### src/rtl/speles_logika_param_if.sv
// speles_logika_param_if: player-side signal bundle of the guessing-game controller.
// The game controller takes the slave view; whatever drives the buttons and the
// comparator and watches the status takes the master view.
interface speles_logika_param_if #(
    parameter int LEVEL_W = 8,
    parameter int VAL_W   = 5
);
    logic               guess_b;
    logic               cmp_r;
    logic               end_f;
    logic [2:0]         state;
    logic [LEVEL_W-1:0] level;
    logic               set_f;
    logic [VAL_W-1:0]   set_v;
    logic [3:0]         tries_left;
    logic               win_f;
    logic               lose_f;

    modport master (
        output guess_b, cmp_r, end_f,
        input  state, level, set_f, set_v, tries_left, win_f, lose_f
    );

    modport slave (
        input  guess_b, cmp_r, end_f,
        output state, level, set_f, set_v, tries_left, win_f, lose_f
    );
endinterface

### src/rtl/speles_logika_param.sv
// speles_logika_param: number-guessing game controller.
// A free-running maximal-length LFSR supplies each level's target value; the player
// gets MAX_TRIES wrong guesses per level and must clear NUM_LEVELS levels.
// Optional build macro: GUESS_TIMEOUT_EN -- when defined, sitting in GUESS for
// TIMEOUT_CYC cycles without a guess counts as a wrong guess.
module speles_logika_param #(
    parameter int LEVEL_W     = 8,
    parameter int VAL_W       = 5,
    parameter int MAX_TRIES   = 3,
    parameter int NUM_LEVELS  = 4,
    parameter int SEED        = 1,
    parameter int TIMEOUT_CYC = 1000
) (
    input logic                  clk,
    input logic                  rst,
    speles_logika_param_if.slave bus
);
    typedef enum logic [2:0] {
        IDLE  = 3'd0,
        LOAD  = 3'd1,
        GUESS = 3'd2,
        CHECK = 3'd3,
        WIN   = 3'd4,
        LOSE  = 3'd5,
        DONE  = 3'd6
    } state_t;

    // Feedback taps (bit n-1 and k-1 for polynomial x^n + x^k + ...); SEED must be nonzero.
    localparam logic [7:0] TAPS8 = (VAL_W == 3) ? 8'h06 :
                                   (VAL_W == 4) ? 8'h0C :
                                   (VAL_W == 5) ? 8'h14 :
                                   (VAL_W == 6) ? 8'h30 :
                                   (VAL_W == 7) ? 8'h60 : 8'hB8;
    localparam logic [VAL_W-1:0]   TAPS      = TAPS8[VAL_W-1:0];
    localparam logic [LEVEL_W-1:0] LEVEL_TOP = LEVEL_W'(NUM_LEVELS);
    localparam logic [3:0]         TRIES_INI = 4'(MAX_TRIES);

    state_t             state_q, state_d;
    logic [LEVEL_W-1:0] level_q, level_d;
    logic [VAL_W-1:0]   set_v_q, set_v_d;
    logic [VAL_W-1:0]   lfsr_q, lfsr_d;
    logic [3:0]         tries_q, tries_d;
    logic               set_f_q, set_f_d;
    logic               win_f_q, win_f_d;
    logic               lose_f_q, lose_f_d;
    logic               guess_q;
    logic               guess_p;
    logic               cmp_hit;

    assign guess_p = bus.guess_b & ~guess_q;
    assign lfsr_d  = {lfsr_q[VAL_W-2:0], ^(lfsr_q & TAPS)};

`ifdef GUESS_TIMEOUT_EN
    localparam int TO_W = $clog2(TIMEOUT_CYC + 1);
    localparam logic [TO_W-1:0] TO_LAST = TO_W'(TIMEOUT_CYC - 1);

    logic [TO_W-1:0] cnt_q, cnt_d;
    logic            to_q, to_d;

    // A timed-out guess reaches CHECK as a miss regardless of the comparator.
    assign cmp_hit = bus.cmp_r & ~to_q;

    // Idle counter for the GUESS timeout and the flag marking a timed-out CHECK.
    always_ff @(posedge clk or posedge rst) begin
        if (rst) begin
            cnt_q <= '0;
            to_q  <= 1'b0;
        end else begin
            cnt_q <= cnt_d;
            to_q  <= to_d;
        end
    end
`else
    logic unused_timeout;

    assign cmp_hit        = bus.cmp_r;
    assign unused_timeout = ^32'(TIMEOUT_CYC);
`endif

    // Next-state and datapath decisions; abort beats every other event.
    always_comb begin
        state_d = state_q;
        level_d = level_q;
        set_v_d = set_v_q;
        tries_d = tries_q;
`ifdef GUESS_TIMEOUT_EN
        cnt_d   = '0;
        to_d    = 1'b0;
`endif
        if (bus.end_f) begin
            state_d = IDLE;
            level_d = '0;
        end else begin
            case (state_q)
                IDLE: begin
                    level_d = '0;
                    if (guess_p) begin
                        state_d = LOAD;
                        set_v_d = lfsr_q;
                        tries_d = TRIES_INI;
                    end
                end
                LOAD: state_d = GUESS;
                GUESS: begin
`ifdef GUESS_TIMEOUT_EN
                    if (guess_p) begin
                        state_d = CHECK;
                    end else if (cnt_q == TO_LAST) begin
                        state_d = CHECK;
                        to_d    = 1'b1;
                    end else begin
                        cnt_d = cnt_q + 1'b1;
                    end
`else
                    if (guess_p) begin
                        state_d = CHECK;
                    end
`endif
                end
                CHECK: begin
                    if (cmp_hit) begin
                        state_d = WIN;
                        if (level_q != LEVEL_TOP) begin
                            level_d = level_q + 1'b1;
                        end
                    end else if (tries_q > 4'd1) begin
                        state_d = GUESS;
                        tries_d = tries_q - 1'b1;
                    end else begin
                        state_d = LOSE;
                        tries_d = 4'd0;
                    end
                end
                WIN: begin
                    if (level_q == LEVEL_TOP) begin
                        state_d = DONE;
                    end else if (guess_p) begin
                        state_d = LOAD;
                        set_v_d = lfsr_q;
                        tries_d = TRIES_INI;
                    end
                end
                LOSE, DONE: begin
                    if (guess_p) begin
                        state_d = IDLE;
                        level_d = '0;
                    end
                end
                default: begin
                    state_d = IDLE;
                    level_d = '0;
                end
            endcase
        end
        set_f_d  = (state_d == LOAD);
        win_f_d  = (state_d == WIN) || (state_d == DONE);
        lose_f_d = (state_d == LOSE);
    end

    // Game state, registered status outputs, LFSR and button history.
    always_ff @(posedge clk or posedge rst) begin
        if (rst) begin
            state_q  <= IDLE;
            level_q  <= '0;
            set_v_q  <= '0;
            tries_q  <= '0;
            set_f_q  <= 1'b0;
            win_f_q  <= 1'b0;
            lose_f_q <= 1'b0;
            lfsr_q   <= VAL_W'(SEED);
            guess_q  <= 1'b1;
        end else begin
            state_q  <= state_d;
            level_q  <= level_d;
            set_v_q  <= set_v_d;
            tries_q  <= tries_d;
            set_f_q  <= set_f_d;
            win_f_q  <= win_f_d;
            lose_f_q <= lose_f_d;
            lfsr_q   <= lfsr_d;
            guess_q  <= bus.guess_b;
        end
    end

    assign bus.state      = state_q;
    assign bus.level      = level_q;
    assign bus.set_f      = set_f_q;
    assign bus.set_v      = set_v_q;
    assign bus.tries_left = tries_q;
    assign bus.win_f      = win_f_q;
    assign bus.lose_f     = lose_f_q;
endmodule
### src/flat_wrapper.sv
// flat-port wrapper written by rule: the top's interface ports become plain ports
module speles_logika_param_flat 
#(
    parameter int LEVEL_W     = 8,
    parameter int VAL_W       = 5,
    parameter int MAX_TRIES   = 3,
    parameter int NUM_LEVELS  = 4,
    parameter int SEED        = 1,
    parameter int TIMEOUT_CYC = 1000
)
  (clk, rst, bus_guess_b, bus_cmp_r, bus_end_f, bus_state, bus_level, bus_set_f, bus_set_v, bus_tries_left, bus_win_f, bus_lose_f);
  speles_logika_param_if #(.LEVEL_W(LEVEL_W), .VAL_W(VAL_W)) bus_i ();
  input logic clk;
  input logic rst;
  input wire logic [$bits(bus_i.guess_b)-1:0] bus_guess_b;
  input wire logic [$bits(bus_i.cmp_r)-1:0] bus_cmp_r;
  input wire logic [$bits(bus_i.end_f)-1:0] bus_end_f;
  output wire logic [$bits(bus_i.state)-1:0] bus_state;
  output wire logic [$bits(bus_i.level)-1:0] bus_level;
  output wire logic [$bits(bus_i.set_f)-1:0] bus_set_f;
  output wire logic [$bits(bus_i.set_v)-1:0] bus_set_v;
  output wire logic [$bits(bus_i.tries_left)-1:0] bus_tries_left;
  output wire logic [$bits(bus_i.win_f)-1:0] bus_win_f;
  output wire logic [$bits(bus_i.lose_f)-1:0] bus_lose_f;
  assign bus_i.guess_b = bus_guess_b;
  assign bus_i.cmp_r = bus_cmp_r;
  assign bus_i.end_f = bus_end_f;
  assign bus_state = bus_i.state;
  assign bus_level = bus_i.level;
  assign bus_set_f = bus_i.set_f;
  assign bus_set_v = bus_i.set_v;
  assign bus_tries_left = bus_i.tries_left;
  assign bus_win_f = bus_i.win_f;
  assign bus_lose_f = bus_i.lose_f;
  speles_logika_param #(.LEVEL_W(LEVEL_W), .VAL_W(VAL_W), .MAX_TRIES(MAX_TRIES), .NUM_LEVELS(NUM_LEVELS), .SEED(SEED), .TIMEOUT_CYC(TIMEOUT_CYC)) u_core (.clk(clk), .rst(rst), .bus(bus_i));
endmodule
### config.mk
export PLATFORM = sky130hd
export DESIGN_NAME = speles_logika_param_flat
export DESIGN_NICKNAME = d
export VERILOG_FILES = /design/src/rtl/speles_logika_param_if.sv /design/src/rtl/speles_logika_param.sv /design/src/flat_wrapper.sv
export SDC_FILE = /design/constraint.sdc
export NUM_CORES = 1
export LEC_CHECK = 0
export CORE_ASPECT_RATIO = 0.75
export CORE_MARGIN = 2
export CORE_UTILIZATION = 35
export CTS_BUF_LIST = sky130_fd_sc_hd__clkbuf_4
export CTS_CLUSTER_DIAMETER = 60
export CTS_CLUSTER_SIZE = 30
export DETAILED_ROUTE_END_ITERATION = 10
export DONT_BUFFER_PORTS = 1
export GPL_TIMING_DRIVEN = 0
export HOLD_SLACK_MARGIN = 0.08
export PLACE_DENSITY_LB_ADDON = 0.15
export RECOVER_POWER = 25
export SLEW_MARGIN = 20
export SYNTH_ARGS = -nofsm -noshare
export SYNTH_HDL_FRONTEND = slang
export SYNTH_SLANG_ARGS = --single-unit
### constraint.sdc
create_clock -name clk -period 2.22 [get_ports clk]
set_input_delay 0.111 -clock clk [delete_from_list [all_inputs] [get_ports clk]]
set_output_delay 0.111 -clock clk [all_outputs]
set_load 0.01 [all_outputs]
==> results of run 1 <==
==> logic make-up after synthesis <==
group,count (synthesis),synth area share
compound gates,24,0.1101
xor+xnor,4,0.02233
fa+ha+maj,4,0.03190
buf+inv,15,0.04305
flops,29,0.4641
mux,8,0.06140
simple gates,63,0.2671
==> layout by cell type, fill, tap and decap left out, types with 3 or more instances in the layout <==
master and instances:
mux2_2 5, a21oi_1 6, inv_1 9, nor3_1 3, nand2_1 5, dlygate4sd3_1 3, nand2b_1 3, buf_2 3
nor2_1 9, nand3_1 12, and4b_1 3, and2_1 3, o21ai_0 5, dfrtp_1 27, xnor2_1 3, nor4_1 4
ha_1 4, clkbuf_4 6
==> metrics by stage <==
stage	instances	util	area, um^2	setup slack (ps)	hold slack (ps)
2_1_floorplan	147	-	1569	481.4	115.5
3_3_place_gp	204	0.3738	1640	259.1	115.8
3_5_place_dp	204	0.3738	1640	236.5	115.9
4_1_cts	215	0.3932	1725	218.7	109.9
5_1_grt	215	0.3932	1725	50.51	146.4
6_report	215	0.3932	1725	215.3	115.9
==> routing by layer <==
| metal | routed length (um) | vias up | GRT usage |
|---|---|---|---|
| met5 | 0 | - | 0 |
| met4 | 21 | 0 | 0.04358 |
| met3 | 383 | 4 | 0.05202 |
| met2 | 1531 | 49 | 0.2400 |
| met1 | 1623 | 603 | 0.2178 |
| li1 | - | 555 | - |
==> state kept, by name (all words and copies together), names as in the netlist <==
| signal | count |
|---|---|
| u_core.bus.level | 8 |
| u_core.bus.lose_f | 1 |
| u_core.bus.set_f | 1 |
| u_core.bus.set_v | 5 |
| u_core.bus.state | 3 |
| u_core.bus.tries_left | 4 |
| u_core.bus.win_f | 1 |
| u_core.guess_q | 1 |
| u_core.lfsr_q | 5 |
==> final timing paths <==
kind / startpoint / end / slack (ps)
setup / recovery: u_core.bus.level[0] / u_core.bus.set_v[4] / 220
hold / removal: bus_cmp_r / u_core.bus.level[0] / 120
setup reg to reg: u_core.bus.level[0] / u_core.bus.set_v[4] / 220
hold reg to reg: u_core.lfsr_q[3] / u_core.lfsr_q[4] / 380
max in group asynchronous: rst / u_core.bus.set_v[4] / 1060
min in group asynchronous: rst / u_core.bus.state[2] / 490
==> final cells by class <==
class                   instances  area [um^2]  share of cell area
multi-input cells             103        773.2              0.4482
clock buffers                   6        45.04             0.02611
plain buffers                   6        33.78             0.01958
clock inverters                 2        10.01            0.005801
inverters                       9        33.78             0.01958
flip-flops and latches         29        728.2              0.4220
repair buffers                  3        30.03             0.01740
well taps                      57        71.32             0.04133
==> worst max-delay path: stages (launching register included) <==
cell,delay (ps)
dfrtp_1,490
inv_1,120
ha_1,150
nor4b_4,380
nand3_1,210
nand2_2,190
mux2_2,350
==> power breakdown <==
group / leakage (nW) / internal, mW / total [mW] / switching [mW]
combinational: 0.346 / 0.0368 / 0.0931 / 0.0563
clock: 0.0354 / 0.133 / 0.330 / 0.197
sequential: 0.386 / 0.537 / 0.551 / 0.0142
==> out/results.tsv, run 1 <==
metric	value	unit
postRouteAntennaNets	0	
synth_area	1569	um^2
drt_pass1_iterations	4	
synth_edf_count	0	
synth_cell_types	51	
nets	166	
cp-start-kind	flop	
syn_inst	147	
yosysSeqAreaShare	0.4641	
crit_path_max_fanout	7	
antenna_found_initial	0	
ys.flop_type	dfrtp_1	
hold_viol	0	
power_density	564.4	nW/um^2
gp_congestion	0.8678	
synth_top_area_share	0.4306	
critPathRequiredTime	2430	ps
max_freq	498.8	MHz
grt_usage	0.1580	
cts_max_level	2	
arrival	2220	ps
dieArea	5040	um^2
initial_core_util	0.3576	
cp-end-kind	flop	
maxCapViolations	0	
synth_area_per_cell	10.67	um^2
holdCritPathClass	in -> reg	
ys_ff_latch	29	
die_w	81.31	um
rows	21	
wl_per_cell	16.55	um
syn-num-nets	156	
skew	4.915	ps
yosysWarnings	0	
via_per_inst	5.633	
vias	1211	
p_leak	0.7675	nW
setup_viol	0	
pin_count	28	
cts_root_buffer	clkbuf_4	
layout_min_cycle_time	2005	ps
core_area	4388	um^2
port_buffers	0	
slew_viol_final	0	
worstMarginPinSlew	1109	ps
critPathKind	reg -> reg	
hold_buffers	3	
yosysTopAreaCell	dfrtp_1	
vdd_drop_max	0.0003047	V
yosysMostFrequentCell	dfrtp_1	
drtIter0Drc	49	
fin_tns_setup	0	ps
clock_latency	320	ps
status	finished, final reports clean	
overflow	0	
synthTopCellsByCount	27 x dfrtp_1, 12 x nand3_1, 9 x inv_1, 9 x nor2_1, 6 x a21oi_1	
fillers	432	
area_growth	9.968	%
final_layout_size_suffix_gt1_frac	0.2089	
ctsLongestPathBuffers	2	
grt_pass1_wl	5885	um
min_period_over_period	0.9030	
hpwl	2571	um
cts_tree	yes	
relSlewSlack	0.2598	
grt_max_degree	30	
wl	3559	um
yosys-top-cells-area	dfrtp_1 43%, nand3_1 3.8%, mux2_2 3.6%, dfstp_2 3.3%, ha_1 3.2%	
async_flop_share	1.000	
r2r_cells	6	
hold_depth	4	
rsz0062_at_grt	no	
grt_pass1_vias	1200	
n_antenna_cell	0	
p_total	0.9739	mW
numCtsBuffers	5	
clk_pin_slew	100	ps
drcViolationCount	0	
fp.dieH	61.99	um
cts_setup_buffers	0	
cts_sinks	29	
cts-resized-gates	0	
Note: power is estimated with default switching activity, not from simulation.
==> run 2: changes to the inputs <==
- CELL_PAD_IN_SITES_DETAIL_PLACEMENT: unset -> 1
- CELL_PAD_IN_SITES_GLOBAL_PLACEMENT: unset -> 1
==> run 2 against run 1 <==
- final cell count grew 0.47%
- critical endpoint is now u_core.bus.tries_left[0]
- sequential share of layout area fell by 0.061 points
- largest cell class unchanged
- count of clock-buffer cells in the layout shrank 1
- critical path type unchanged
- first-iteration DRC count shrank 29%
- die area unchanged
- final area rose by 0.15%
- largest power group unchanged
==> out/results.tsv, run 2 (synthesized netlist as in run 1, its figures left out) <==
metric	value	unit	change
critPathRequiredTime	2440	ps	about the same
slew_viol_final	0		unchanged
p_leak	0.7660	nW	-0.20%
grt_max_degree	30		unchanged
slowest_delay	450	ps	-40 ps
cts_tree	yes		
cp-start-kind	flop		
wl_per_cell	18.14	um	+9.6%
via_per_inst	5.657		+0.44%
cp-end-kind	flop		
drcViolationCount	0		unchanged
grt_usage	0.1736		+0.01551
fin_tns_setup	0	ps	unchanged
setup_viol	0		unchanged
holdWs	113.9	ps	-1.958 ps
port_buffers	0		unchanged
overflow	0		unchanged
final_common_cell	dfrtp_1		
n_antenna_cell	0		unchanged
cp_slowest_cell	dfrtp_1		
relSlewSlack	0.2685		+0.008658
initial_core_util	0.3576		unchanged
largest_register_ffs	8		unchanged
arrival	2160	ps	-60 ps
pin_count	28		unchanged
drtIter0Drc	35		-29%
status	finished, final reports clean		
cts-resized-gates	0		unchanged
vdd_drop_max	0.0003702	V	+21%
die_w	81.31	um	unchanged
grt_pass1_vias	1303		+8.6%
clock_latency	320	ps	about the same
worstPathCellList	buf_2 > nor4bb_1 > nand3_1 > and2_4 > mux2_4		
min_period_over_period	0.8743		-0.02868
holdCritPathClass	in -> reg		
cts_root_buffer	clkbuf_4		
postRouteAntennaNets	0		unchanged
power_density	551.3	nW/um^2	-2.3%
drt_pass1_iterations	4		unchanged
antenna_found_initial	0		unchanged
mostFrequentLayoutCells	27 x dfrtp_1, 12 x nand3_1, 9 x nor2_1, 9 x inv_1, 6 x a21oi_1		
hold_viol	0		unchanged
rows	21		unchanged
fp.dieH	61.99	um	unchanged
cts_max_level	2		unchanged
dieArea	5040	um^2	unchanged
worstMarginPinSlew	1096	ps	-12.97 ps
hpwl	2829	um	+10%
cts_sinks	29		unchanged
stdcell_area	1728	um^2	+0.15%
numCtsBuffers	5		unchanged
nets	167		+0.60%
maxCapViolations	0		unchanged
wl	3919	um	+10%
rsz0062_at_grt	no		
layout_min_cycle_time	1941	ps	-63.67 ps
final_layout_size_suffix_gt1_frac	0.2075		-0.001314
crit_path_max_fanout	10		+3
core_area	4388	um^2	unchanged
skew	8.228	ps	+3.313 ps
vias	1222		+0.91%
max_freq	515.2	MHz	+3.3%
area_growth	10.13	%	
dpl-instance-area	1640	um^2	unchanged
p_total	0.9526	mW	-2.2%
gp_congestion	0.8172		-5.8%
ctsLongestPathBuffers	2		unchanged
grt_pass1_wl	6410	um	+8.9%
clk_pin_slew	100	ps	about the same
critPathKind	reg -> reg		
run 2: timing repair:
item | 4_1_cts | 5_1_grt
setup endpoints to repair | 0 | 1
hold buffers | 3 | 0
hold endpoints to repair | 31 | 0
setup buffers | 0 | 1
run 2: where the power goes:
group | switching [mW] | internal, mW | leakage, nW | total, mW
registers | 0.0146 | 0.537 | 0.386 | 0.552
logic | 0.0590 | 0.0371 | 0.350 | 0.0960
clock network | 0.191 | 0.114 | 0.0300 | 0.305
total | 0.264 | 0.688 | 0.766 | 0.953
run 2: cell type report:
type / count / area [um^2]
Sequential cell: 29 / 728.2
Multi-Input combinational cell: 103 / 773.2
Clock buffer: 5 / 37.54
Fill cell: 501 / 2660
Clock inverter: 3 / 12.51
Buffer: 6 / 33.78
Timing Repair Buffer: 4 / 37.54
Inverter: 9 / 33.78
Tap cell: 57 / 71.32
run 2: worst paths after layout:
check,start,end,slack (ps),depth (start not counted)
max reg2reg,u_core.bus.state[2],u_core.bus.tries_left[0],280,5
max in group asynchronous,rst,u_core.bus.set_v[3],1060,2
max,u_core.bus.state[2],u_core.bus.tries_left[0],280,5
min,bus_cmp_r,u_core.bus.level[2],110,4
min in group asynchronous,rst,u_core.bus.state[2],500,2
min reg2reg,u_core.lfsr_q[3],u_core.lfsr_q[4],380,0
run 2: worst max-delay path: cells and delay by family, from the launching register on:
kind          cells  cell delay (ps)
buf+inv           1              250
flops             1              450
simple gates      3              850
mux               1              290
run 2: routing by layer:
| metal | up-vias | track usage | part of all wire |
|---|---|---|---|
| li1 | 557 | - | - |
| met1 | 630 | 0.2234 | 0.49 |
| met2 | 28 | 0.2646 | 0.45 |
| met3 | 7 | 0.07225 | 0.051 |
| met4 | 0 | 0.06295 | 0.013 |
| met5 | - | 0 | 0 |
run 2: per-stage QoR:
step	setup WS [ps]	cells	util
floorplan	481.4	147	-
global placement	230.2	204	0.3738
detailed placement	199.6	204	0.3738
CTS	164.9	215	0.3921
global route	96.23	216	0.3938
finish	279.0	216	0.3938
==> run 3: changes to the inputs <==
- RECOVER_POWER: 25 -> unset
==> run 3 against run 2 <==
- first-iteration DRC count stayed put
- final area unchanged
- sequential share of layout area stayed put
- largest power group unchanged
- total power is essentially flat
- worst setup slack did not move
- worst hold slack unchanged
- critical path type unchanged
- combinational power about the same
- fmax unchanged
- via count unchanged
- largest cell class unchanged
==> out/results.tsv, run 3 (synthesized netlist as in run 1, its figures left out) <==
metric	value	unit	change
holdCritPathClass	in -> reg		
pin_count	28		unchanged
setup_viol	0		unchanged
cp_top_family	simple AND/OR/NAND/NOR gates		
vdd_drop_max	0.0003704	V	about the same
grt_usage	0.1736		unchanged
multi_input_area	773.2	um^2	unchanged
maxCapViolations	0		unchanged
rows	21		unchanged
power_density	551.4	nW/um^2	about the same
wirelength_met1	1907	um	unchanged
setup_ws	279.0	ps	unchanged
mostFrequentLayoutCells	27 x dfrtp_1, 12 x nand3_1, 9 x nor2_1		
rsz0062_at_grt	no		
min_period_over_period	0.8743		unchanged
layout_min_cycle_time	1941	ps	unchanged
drtIter0Drc	35		unchanged
fp.dieH	61.99	um	unchanged
cp_num_buf_inv	1		unchanged
worstPathCellList	buf_2 > nor4bb_1 > nand3_1 > and2_4 > mux2_4		
p_leak	0.7649	nW	-0.14%
initial_core_util	0.3576		unchanged
wl	3919	um	unchanged
grt_pass1_wl	6410	um	unchanged
worstMarginPinSlew	605.1	ps	-491.0 ps
cts_sinks	29		unchanged
cts_root_buffer	clkbuf_4		
drt_pass1_iterations	4		unchanged
holdWs	113.9	ps	unchanged
cts_tree	yes		
grt_max_degree	30		unchanged
vias	1222		unchanged
status	finished, final reports clean		
port_buffers	0		unchanged
slowest_delay	450	ps	about the same
area_growth	10.13	%	unchanged
max_freq	515.2	MHz	unchanged
regArea	728.2	um^2	unchanged
cp-end-kind	flop		
stdcell_area	1728	um^2	unchanged
cp_slowest_cell	dfrtp_1		
n_antenna_cell	0		unchanged
crit_path_max_fanout	10		unchanged
via_per_inst	5.657		unchanged
nets	167		unchanged
critPathKind	reg -> reg		
met3_length	200	um	unchanged
final_common_cell	dfrtp_1		
final_layout_size_suffix_gt1_frac	0.2138		+0.006289
cts_max_level	2		unchanged
arrival	2160	ps	about the same
numCtsBuffers	5		unchanged
dpl-instance-area	1640	um^2	unchanged
clk_pin_slew	100	ps	about the same
p_total	0.9528	mW	about the same
overflow	0		unchanged
final_core_util	0.3938		unchanged
antenna_found_initial	0		unchanged
cp-start-kind	flop		
place_inst	204		unchanged
routed.top_layer	met4		
skew	8.223	ps	-0.004950 ps
finalNonFillerCells	216		unchanged
dieArea	5040	um^2	unchanged
postRouteAntennaNets	0		unchanged
hold_viol	0		unchanged
drcViolationCount	0		unchanged
cts-resized-gates	0		unchanged
slew_viol_final	0		unchanged
fin_tns_setup	0	ps	unchanged
hpwl	2829	um	unchanged
largest_register_ffs	8		unchanged
grt_pass1_vias	1303		unchanged
critPathRequiredTime	2440	ps	about the same
clock_latency	320	ps	about the same
fillers	501		unchanged
ctsLongestPathBuffers	2		unchanged
dpl_worst_slack	199.6	ps	unchanged
core_area	4388	um^2	unchanged
die_w	81.31	um	unchanged
wl_per_cell	18.14	um	unchanged
relSlewSlack	0.5960		+0.3276
gp_congestion	0.8172		unchanged
wl_met2	1759	um	unchanged
## run 3: cell counts in the layout (fill, tap and decap cells not counted)
No cell type changed its count.
## run 3: path summary, 6_finish.rpt
path                            cells after the start                        to  slack [ps]                 from
worst max-delay path                                5  u_core.bus.tries_left[0]         280  u_core.bus.state[2]
worst min register to register                      0          u_core.lfsr_q[4]         380     u_core.lfsr_q[3]
worst min-delay path                                4       u_core.bus.level[2]         110            bus_cmp_r
min in group asynchronous                           2       u_core.bus.state[2]         310                  rst
max in group asynchronous                           2       u_core.bus.set_v[3]        1510                  rst
worst max register to register                      5  u_core.bus.tries_left[0]         280  u_core.bus.state[2]
## run 3: cell type report
class / instances / share of cell area
tap: 57 / 0.04127
clock inverter: 3 / 0.007241
inverter: 9 / 0.01955
sequential: 29 / 0.4214
buffer: 6 / 0.01955
timing repair buffer: 4 / 0.02172
clock buffer: 5 / 0.02172
multi-input combinational: 103 / 0.4475
## run 3: metal layers
metal | global-route usage | up-vias
met3 | 0.07225 | 7
li1 | - | 557
met5 | 0 | -
met2 | 0.2646 | 28
met1 | 0.2234 | 630
met4 | 0.06295 | 0
## run 3: report_power, final
group | leakage, nW | internal [mW] | switching [mW]
Combinational | 0.349 | 0.0371 | 0.0591
Clock | 0.0300 | 0.114 | 0.191
Sequential | 0.386 | 0.537 | 0.0146
Total | 0.765 | 0.689 | 0.264
## run 3: timing repair
| action | 4_1_cts | 5_1_grt |
|---|---|---|
| endpoints found under the hold margin | 31 | 0 |
| buffers inserted | 0 | 1 |
| hold buffers | 3 | 0 |
| endpoints found under the setup margin | 0 | 1 |
## run 3: tightest hold or removal path: stages
cell and delay [ps]:
nand2_1 40, mux2i_1 50, o21ai_0 140, a21oi_1 60
